===== src/rtl/spindle_star_delta_seq_pkg.sv =====
// Shared lathe-control definitions: sequencer state encoding and default phase presets.
package lathe_ctrl_pkg;

   typedef enum logic [2:0] {
      ST_IDLE     = 3'd0,
      ST_STAR     = 3'd1,
      ST_DEAD     = 3'd2,
      ST_DELTA    = 3'd3,
      ST_COOLDOWN = 3'd4,
      ST_FAULT    = 3'd5
   } state_t;

   localparam int unsigned STAR_CYCLES_DEF    = 20;
   localparam int unsigned DEAD_CYCLES_DEF    = 4;
   localparam int unsigned RESTART_CYCLES_DEF = 10;
   localparam int unsigned CNT_W_DEF          = 8;

endpackage


===== src/rtl/spindle_star_delta_seq_timer.sv =====
// Phase interval timer: counts enabled cycles, flags the last cycle of a preset interval.
module seq_interval_timer
   import lathe_ctrl_pkg::*;
#(
   parameter int unsigned CNT_W = CNT_W_DEF
) (
   input  logic             clk,
   input  logic             reset,
   input  logic             clr,
   input  logic             en,
   input  logic [CNT_W-1:0] preset,
   output logic             done
);

   logic [CNT_W-1:0] count;

   always_ff @(posedge clk or posedge reset) begin
      if (reset)
         count <= '0;
      else if (clr)
         count <= '0;
      else if (en)
         count <= count + CNT_W'(1);
   end

   assign done = (count == preset - CNT_W'(1));

endmodule


===== src/rtl/spindle_star_delta_seq.sv =====
// Star-delta spindle contactor sequencer with latched trip fault and enforced restart off-time.
module spindle_star_delta_seq
   import lathe_ctrl_pkg::*;
#(
   parameter int unsigned STAR_CYCLES    = STAR_CYCLES_DEF,
   parameter int unsigned DEAD_CYCLES    = DEAD_CYCLES_DEF,
   parameter int unsigned RESTART_CYCLES = RESTART_CYCLES_DEF,
   parameter int unsigned CNT_W          = CNT_W_DEF
) (
   input  logic       clk,
   input  logic       reset,
   input  logic       ena,
   input  logic       run_req,
   input  logic       estop,
   input  logic       ovl,
   input  logic       fault_clr,
   output logic       k_main,
   output logic       k_star,
   output logic       k_delta,
   output logic       running,
   output logic       fault,
   output logic [2:0] state_o
);

   state_t           state;
   state_t           state_nxt;
   logic             trip;
   logic             timed;
   logic             tmr_clr;
   logic             tmr_en;
   logic             tmr_done;
   logic [CNT_W-1:0] preset;

   assign trip = estop | ovl;

   always_ff @(posedge clk or posedge reset) begin
      if (reset)
         state <= ST_IDLE;
      else
         state <= state_nxt;
   end

   // Trips bypass the enable; illegal codes fall to FAULT through the default arm.
   always_comb begin
      state_nxt = state;
      if (trip) begin
         state_nxt = ST_FAULT;
      end else begin
         case (state)
            ST_IDLE: begin
               if (ena && run_req)
                  state_nxt = ST_STAR;
            end
            ST_STAR: begin
               if (ena) begin
                  if (!run_req)
                     state_nxt = ST_COOLDOWN;
                  else if (tmr_done)
                     state_nxt = ST_DEAD;
               end
            end
            ST_DEAD: begin
               if (ena) begin
                  if (!run_req)
                     state_nxt = ST_COOLDOWN;
                  else if (tmr_done)
                     state_nxt = ST_DELTA;
               end
            end
            ST_DELTA: begin
               if (ena && !run_req)
                  state_nxt = ST_COOLDOWN;
            end
            ST_COOLDOWN: begin
               if (ena && tmr_done)
                  state_nxt = ST_IDLE;
            end
            ST_FAULT: begin
               if (ena && fault_clr)
                  state_nxt = ST_COOLDOWN;
            end
            default: state_nxt = ST_FAULT;
         endcase
      end
   end

   always_comb begin
      timed  = 1'b0;
      preset = '0;
      case (state)
         ST_STAR: begin
            timed  = 1'b1;
            preset = CNT_W'(STAR_CYCLES);
         end
         ST_DEAD: begin
            timed  = 1'b1;
            preset = CNT_W'(DEAD_CYCLES);
         end
         ST_COOLDOWN: begin
            timed  = 1'b1;
            preset = CNT_W'(RESTART_CYCLES);
         end
         default: ;
      endcase
   end

   assign tmr_clr = (state_nxt != state) || !timed;
   assign tmr_en  = ena && timed;

   seq_interval_timer #(
      .CNT_W (CNT_W)
   ) u_timer (
      .clk    (clk),
      .reset  (reset),
      .clr    (tmr_clr),
      .en     (tmr_en),
      .preset (preset),
      .done   (tmr_done)
   );

   always_comb begin
      k_main  = 1'b0;
      k_star  = 1'b0;
      k_delta = 1'b0;
      running = 1'b0;
      fault   = 1'b0;
      case (state)
         ST_STAR: begin
            k_main = 1'b1;
            k_star = 1'b1;
         end
         ST_DEAD: begin
            k_main = 1'b1;
         end
         ST_DELTA: begin
            k_main  = 1'b1;
            k_delta = 1'b1;
            running = 1'b1;
         end
         ST_FAULT: begin
            fault = 1'b1;
         end
         default: ;
      endcase
   end

   assign state_o = state;

endmodule


===== config.mk =====
export PLATFORM = sky130hd
export DESIGN_NAME = spindle_star_delta_seq
export DESIGN_NICKNAME = d
export VERILOG_FILES = /design/src/rtl/spindle_star_delta_seq_pkg.sv /design/src/rtl/spindle_star_delta_seq_timer.sv /design/src/rtl/spindle_star_delta_seq.sv
export SDC_FILE = /design/constraint.sdc
export NUM_CORES = 1
export LEC_CHECK = 0
export CAP_MARGIN = 20
export CORE_MARGIN = 2
export CORE_UTILIZATION = 29
export DETAILED_ROUTE_END_ITERATION = 7
export GPL_TIMING_DRIVEN = 1
export HOLD_SLACK_MARGIN = 0.02
export SYNTH_ARGS = -nofsm -noshare
export SYNTH_HDL_FRONTEND = slang
export SYNTH_SLANG_ARGS = --single-unit

===== constraint.sdc =====
create_clock -name clk -period 5.9 [get_ports clk]
set_clock_uncertainty 0.15 [all_clocks]
set_input_delay 1.18 -clock clk [delete_from_list [all_inputs] [get_ports clk]]
set_output_delay 1.18 -clock clk [all_outputs]
set_load 0.005 [all_outputs]

==> results of run 1 <==
-- metal layers --
layer	vias to the layer above	share of wire [%]
li1	420	-
met5	-	0
met3	2	2.0
met2	17	50
met1	411	47
met4	0	1.1
-- report_power, final --
| part | total (W) | internal, W | switching, W |
|---|---|---|---|
| Combinational | 0.0000195 | 0.00000879 | 0.0000107 |
| Sequential | 0.0000768 | 0.0000757 | 0.00000114 |
| Clock | 0.0000529 | 0.0000261 | 0.0000267 |
| Total | 0.000149 | 0.000111 | 0.0000386 |
-- cells by family after synthesis --
kind of cell	count (synthesis)	share of synthesized area, %
AND/OR/NAND/NOR	37	20.5
XOR/XNOR	11	9.86
flip-flops	11	28.2
adder cells (fa/ha/maj)	3	3.84
buffers and inverters	10	4.61
AO/OA/AOI/OAI	27	29.7
multiplexers	3	3.33
-- through the flow --
stage	cells	worst slack (ns)
floorplan	102	3.10
global placement	156	2.51
detailed placement	156	2.39
CTS	160	2.67
global route	160	2.51
finish	160	2.68
-- cell usage in the layout, fill, tap and decap left out, types with 3 or more instances in the layout --
cell / n
nand4_1: 4
clkdlybuf4s50_1: 14
nor3_1: 3
nand2_1: 10
dfrtp_1: 11
xor2_1: 3
nor2_1: 7
clkbuf_4: 3
xnor2_1: 8
a2111oi_1: 7
inv_1: 3
ha_1: 3
-- final timing paths --
| path | from | endpoint |
|---|---|---|
| setup / recovery | state_o[1]$_DFF_PP0_ | k_delta |
| hold / removal | u_timer.count[7]$_DFFE_PP0P_ | u_timer.count[7]$_DFFE_PP0P_ |
| setup reg to reg | state_o[0]$_DFF_PP0_ | u_timer.count[6]$_DFFE_PP0P_ |
| hold reg to reg | u_timer.count[7]$_DFFE_PP0P_ | u_timer.count[7]$_DFFE_PP0P_ |
| max in group asynchronous | reset | state_o[1]$_DFF_PP0_ |
| min in group asynchronous | reset | u_timer.count[3]$_DFFE_PP0P_ |
-- worst min-delay path, delay by kind of cell, from the launching register on --
| family | cells | cell delay (ns) |
|---|---|---|
| DFF | 1 | 0.39 |
| xor gates and xnor gates | 1 | 0.13 |
| AOI/OAI and AO/OA | 1 | 0.05 |
-- state kept, by name, indices dropped and copies added (netlist names) --
| register | count |
|---|---|
| state_o | 3 |
| u_timer.count | 8 |
-- layout make-up --
cell class	instances	area [um^2]	area share, %
inverter	4	15.0	1.28
multi-input combinational	81	657	56.1
tap	46	57.6	4.91
timing repair buffer	14	140	12.0
sequential	11	275	23.5
clock buffer	4	26.3	2.24
==> out/metrics.cfg, run 1 <==
[placement]
gp_congestion = 0.892
portBuffers = 14
place_area_um2 = 1140
hpwl_mm = 1.71

[cts]
ctsHoldBuffers = 0
h-tree-depth = 1
cts_buffers = 3
clockRootBuffer = clkbuf_4
cts_sinks = 11
clk_latency_ns = 0.27
cts_tree = built
cts_buffer_depth = 2
post_cts_resized = 0
path_clk_slew_ns = 0.08
post_cts_buffers = 0

[timing]
drv_slew = 0
fmaxAchievable_ghz = 0.310
fin_crit_ns = 3.22
fin_crit_sh_pct = 54.6
fin_worst_hold_slack_ns = 0.453
tightest_slew_ns = 0.537
rsz0062_at_grt = false
setup_tns_ns = 0
setup_viol = 0
hold_violations = 0
slew_headroom_pct = 64.1

[critical_path]
crit_chain = inv_1 -> nor3_1 -> clkdlybuf4s50_1
start_kind = flip-flop
r2r_slack_ns = 2.76
critPathTopFamily = buffers and inverters
max_stage_delay_ns = 0.64
r2r_cells = 9
cp_num_buf_inv = 2
critical_path_cell_count = 3
worst_setup_path_end_kind = primary output
cp.arrival_ns = 1.89
path_max_fanout = 15
crit_type = reg -> out
crit_required_ns = 4.57
slowest_stage = dfrtp_1

[min_path]
min_path_cells = 2
hold_path_class = reg -> reg

[floorplan]
die_h_um = 62.1
core-area_um2 = 3280
start_util_pct = 29.8
die_w_um = 62.1
ioPinCount = 15
design.die.area_um2 = 3850
num_rows = 21

[synth]
synth_edf_count = 0
yosys_warnings = 0
synth_common_cells = dfrtp_1 (11), nand2_1 (10), xnor2_1 (8)
yosysMostFrequentCell = dfrtp_1
ys_seq_elements = 11
syn_area_um2 = 977
synth_ff_type = dfrtp_1
synth_area_per_cell_um2 = 9.58
yosysSeqAreaShare_pct = 28.2
synth_top_area_cell = dfrtp_1
synth_top_area_share_pct = 28.2
yosysUniqueCellTypes = 46
syn_nets = 112
synthTopCellsByArea = dfrtp_1 (28%), a2111oi_1 (7.2%), xnor2_1 (7.2%)
async_reset_ff_share_pct = 100
postSynthCellCount = 102

[job]
cap_viol_max_count = 0

[route]
wl_per_cell_um = 13.9
vias_per_cell = 5.31
routed_wl_mm = 2.23
drc = 0
firstDrtPassIters = 4
drt_iter0_drc = 31
num_vias = 850
final_antenna_net_count = 0

[global_route]
grt_usage_pct = 13.1
met2_usage_pct = 21.6
top_usage_layer = met2
antenna_found_initial = 0
grt_max_degree = 18
grt_use_met3_pct = 0.621
use_met1_pct = 17.4
grt_pass1_wl_mm = 3.67
grt_pass1_vias = 801
grt_overflow = 0

[finish]
fill_cells = 328
fin_util_pct = 35.7
antenna_cells = 0
nets = 125
final_cell_area_um2 = 1170
syn2layout_area_growth_pct = 19.8
drive_gt1_share_pct = 14.0

[pwr]
total_power_w = 0.000149
p_per_area_nw_per_um2 = 127
irDropWorstVdd_mv = 0.0694
leakage_nw = 0.452

[outcome]
status = finished, final reports clean

(Power assumes the default switching activity.)
==> run 2, diff against run 1 <==
Clock period 5.9 ns to 3.4 ns, I/O delays scaled along.
==> run 2 against run 1 <==
  * Combinational power grew 73%
  * Critical path type is now reg -> reg
  * Power grew 69%
  * Worst setup slack lost 2.4 ns
  * Highest routed layer unchanged
  * Cell count grew 0.63%
  * Critical endpoint is now u_timer.count[5]$_DFFE_PP0P_
  * Largest cell class unchanged
==> out/metrics.cfg, run 2 (synthesized netlist as in run 1, its figures left out) <==
[min_path]
hold_path_class = reg -> reg
min_path_cells = 2  ; unchanged
holdCritStartpoint = u_timer.count[7]$_DFFE_PP0P_

[cts]
ctsHoldBuffers = 0  ; unchanged
cts_sinks = 11  ; unchanged
cts_tree = built
cts_buffer_depth = 2  ; unchanged
path_clk_slew_ns = 0.07  ; about the same
h-tree-depth = 1  ; unchanged
post_cts_resized = 0  ; unchanged
cts_buffers = 3  ; unchanged
clk_latency_ns = 0.26  ; about the same
clockRootBuffer = clkbuf_4
post_cts_buffers = 0  ; unchanged

[route]
wl_per_cell_um = 13.9  ; about the same
routed_wl_mm = 2.24  ; +0.67%
final_antenna_net_count = 0  ; unchanged
firstDrtPassIters = 4  ; unchanged
vias_per_cell = 5.21  ; -1.9%
drt_iter0_drc = 53  ; +71%
num_vias = 839  ; -1.3%
drc = 0  ; unchanged

[critical_path]
path_max_fanout = 14  ; -1
start_kind = flip-flop
cp.arrival_ns = 3.07  ; +1.18 ns
r2r_cells = 9  ; unchanged
worst_setup_path_end_kind = flip-flop
reg2reg_from = state_o[0]$_DFF_PP0_
crit_required_ns = 3.36  ; -1.21 ns
critPathLaunch = state_o[0]$_DFF_PP0_
crit_type = reg -> reg

[placement]
gp_congestion = 0.831  ; -6.8%
hpwl_mm = 1.73  ; +0.99%
portBuffers = 14  ; unchanged
dpl_worst_slack_ns = 0.283  ; -2.11 ns

[timing]
tightest_slew_ns = 0.568  ; +0.0306 ns
slew_headroom_pct = 62.0  ; -2.0 points
setup_viol = 0  ; unchanged
fin_crit_sh_pct = 91.5
hold_violations = 0  ; unchanged
fin_crit_ns = 3.11
fmaxAchievable_ghz = 0.321
setup_ws_ns = 0.288  ; -2.39 ns
drv_slew = 0  ; unchanged
setup_tns_ns = 0  ; unchanged
rsz0062_at_grt = false

[finish]
top_register = u_timer.count
antenna_cells = 0  ; unchanged
drive_gt1_share_pct = 14.8  ; +0.75 points
layout_commonest_cell = clkdlybuf4s50_1
syn2layout_area_growth_pct = 20.6
nets = 126  ; +0.80%
largest_reg_flops = 8  ; unchanged
layout_common_cells = clkdlybuf4s50_1 (14), dfrtp_1 (11), nand2_1 (10)

[floorplan]
ioPinCount = 15  ; unchanged
design.die.area_um2 = 3850  ; unchanged
die_w_um = 62.1  ; unchanged
num_rows = 21  ; unchanged
core-area_um2 = 3280  ; unchanged
die_h_um = 62.1  ; unchanged
start_util_pct = 29.8  ; unchanged

[pwr]
irDropWorstVdd_mv = 0.0972  ; +40%
total_power_w = 0.000253  ; +69%
leakage_nw = 0.458  ; +1.2%
p_per_area_nw_per_um2 = 214  ; +68%

[global_route]
antenna_found_initial = 0  ; unchanged
grt_usage_pct = 12.5  ; -0.54 points
grt_overflow = 0  ; unchanged
grt_max_degree = 18  ; unchanged
grt_pass1_vias = 783  ; -2.2%
grt_pass1_wl_mm = 3.59  ; -2.1%

[job]
cap_viol_max_count = 0  ; unchanged

[outcome]
status = finished, final reports clean

run 2: cell types whose count changed in the layout (fill, tap and decap cells not counted), sizes merged:
| cell | delta |
|---|---|
| buf | +1 |
run 2: final cells by class:
type                    instances  area (um^2)
multi-input cells              81          657
clock buffers                   4         26.3
fillers                       343         2110
well taps                      46         57.6
repair buffers                 15          148
inverters                       4         15.0
flip-flops and latches         11          275
run 2: routing by layer:
| metal | share of wire [%] | routed length, um | track usage [%] |
|---|---|---|---|
| met5 | 0 | 0 | 0 |
| met4 | 1.8 | 40 | 5.47 |
| met3 | 1.8 | 40 | 0.828 |
| met2 | 50 | 1120 | 21.7 |
| met1 | 46 | 1040 | 15.9 |
run 2: worst max-delay path, cell delays in order (launching register included):
cell and delay, ns:
dfrtp_1 0.54, inv_2 0.20, nand2_1 0.15, a21o_1 0.22, ha_1 0.24, a2111o_1 0.44, a21oi_2 0.18, o21ai_2 0.12
o41ai_4 0.63, a2111oi_1 0.10
run 2: path summary, 6_finish.rpt:
path	endpoint	slack (ns)
min in group asynchronous	u_timer.count[0]$_DFFE_PP0P_	0.56
max in group asynchronous	u_timer.count[5]$_DFFE_PP0P_	2.24
setup / recovery	u_timer.count[5]$_DFFE_PP0P_	0.29
setup reg to reg	u_timer.count[5]$_DFFE_PP0P_	0.29
hold / removal	u_timer.count[7]$_DFFE_PP0P_	0.45
hold reg to reg	u_timer.count[7]$_DFFE_PP0P_	0.45
run 2: power by group:
part / switching (W) / internal [W] / total (W) / leakage, nW
registers: 0.00000195 / 0.000131 / 0.000133 / 0.144
clock network: 0.0000403 / 0.0000453 / 0.0000856 / 0.0150
logic: 0.0000185 / 0.0000152 / 0.0000337 / 0.299
run 2: stage by stage:
step / hold slack [ns] / cells / cell area [um^2] / utilization, %
after detailed placement: 0.436 / 157 / 1150 / 35.1
final: 0.447 / 161 / 1180 / 35.9
after CTS: 0.452 / 161 / 1180 / 35.9
after global placement: 0.436 / 157 / 1150 / 35.1
after floorplan: 0.382 / 102 / 977 / -
after global routing: 0.497 / 161 / 1180 / 35.9
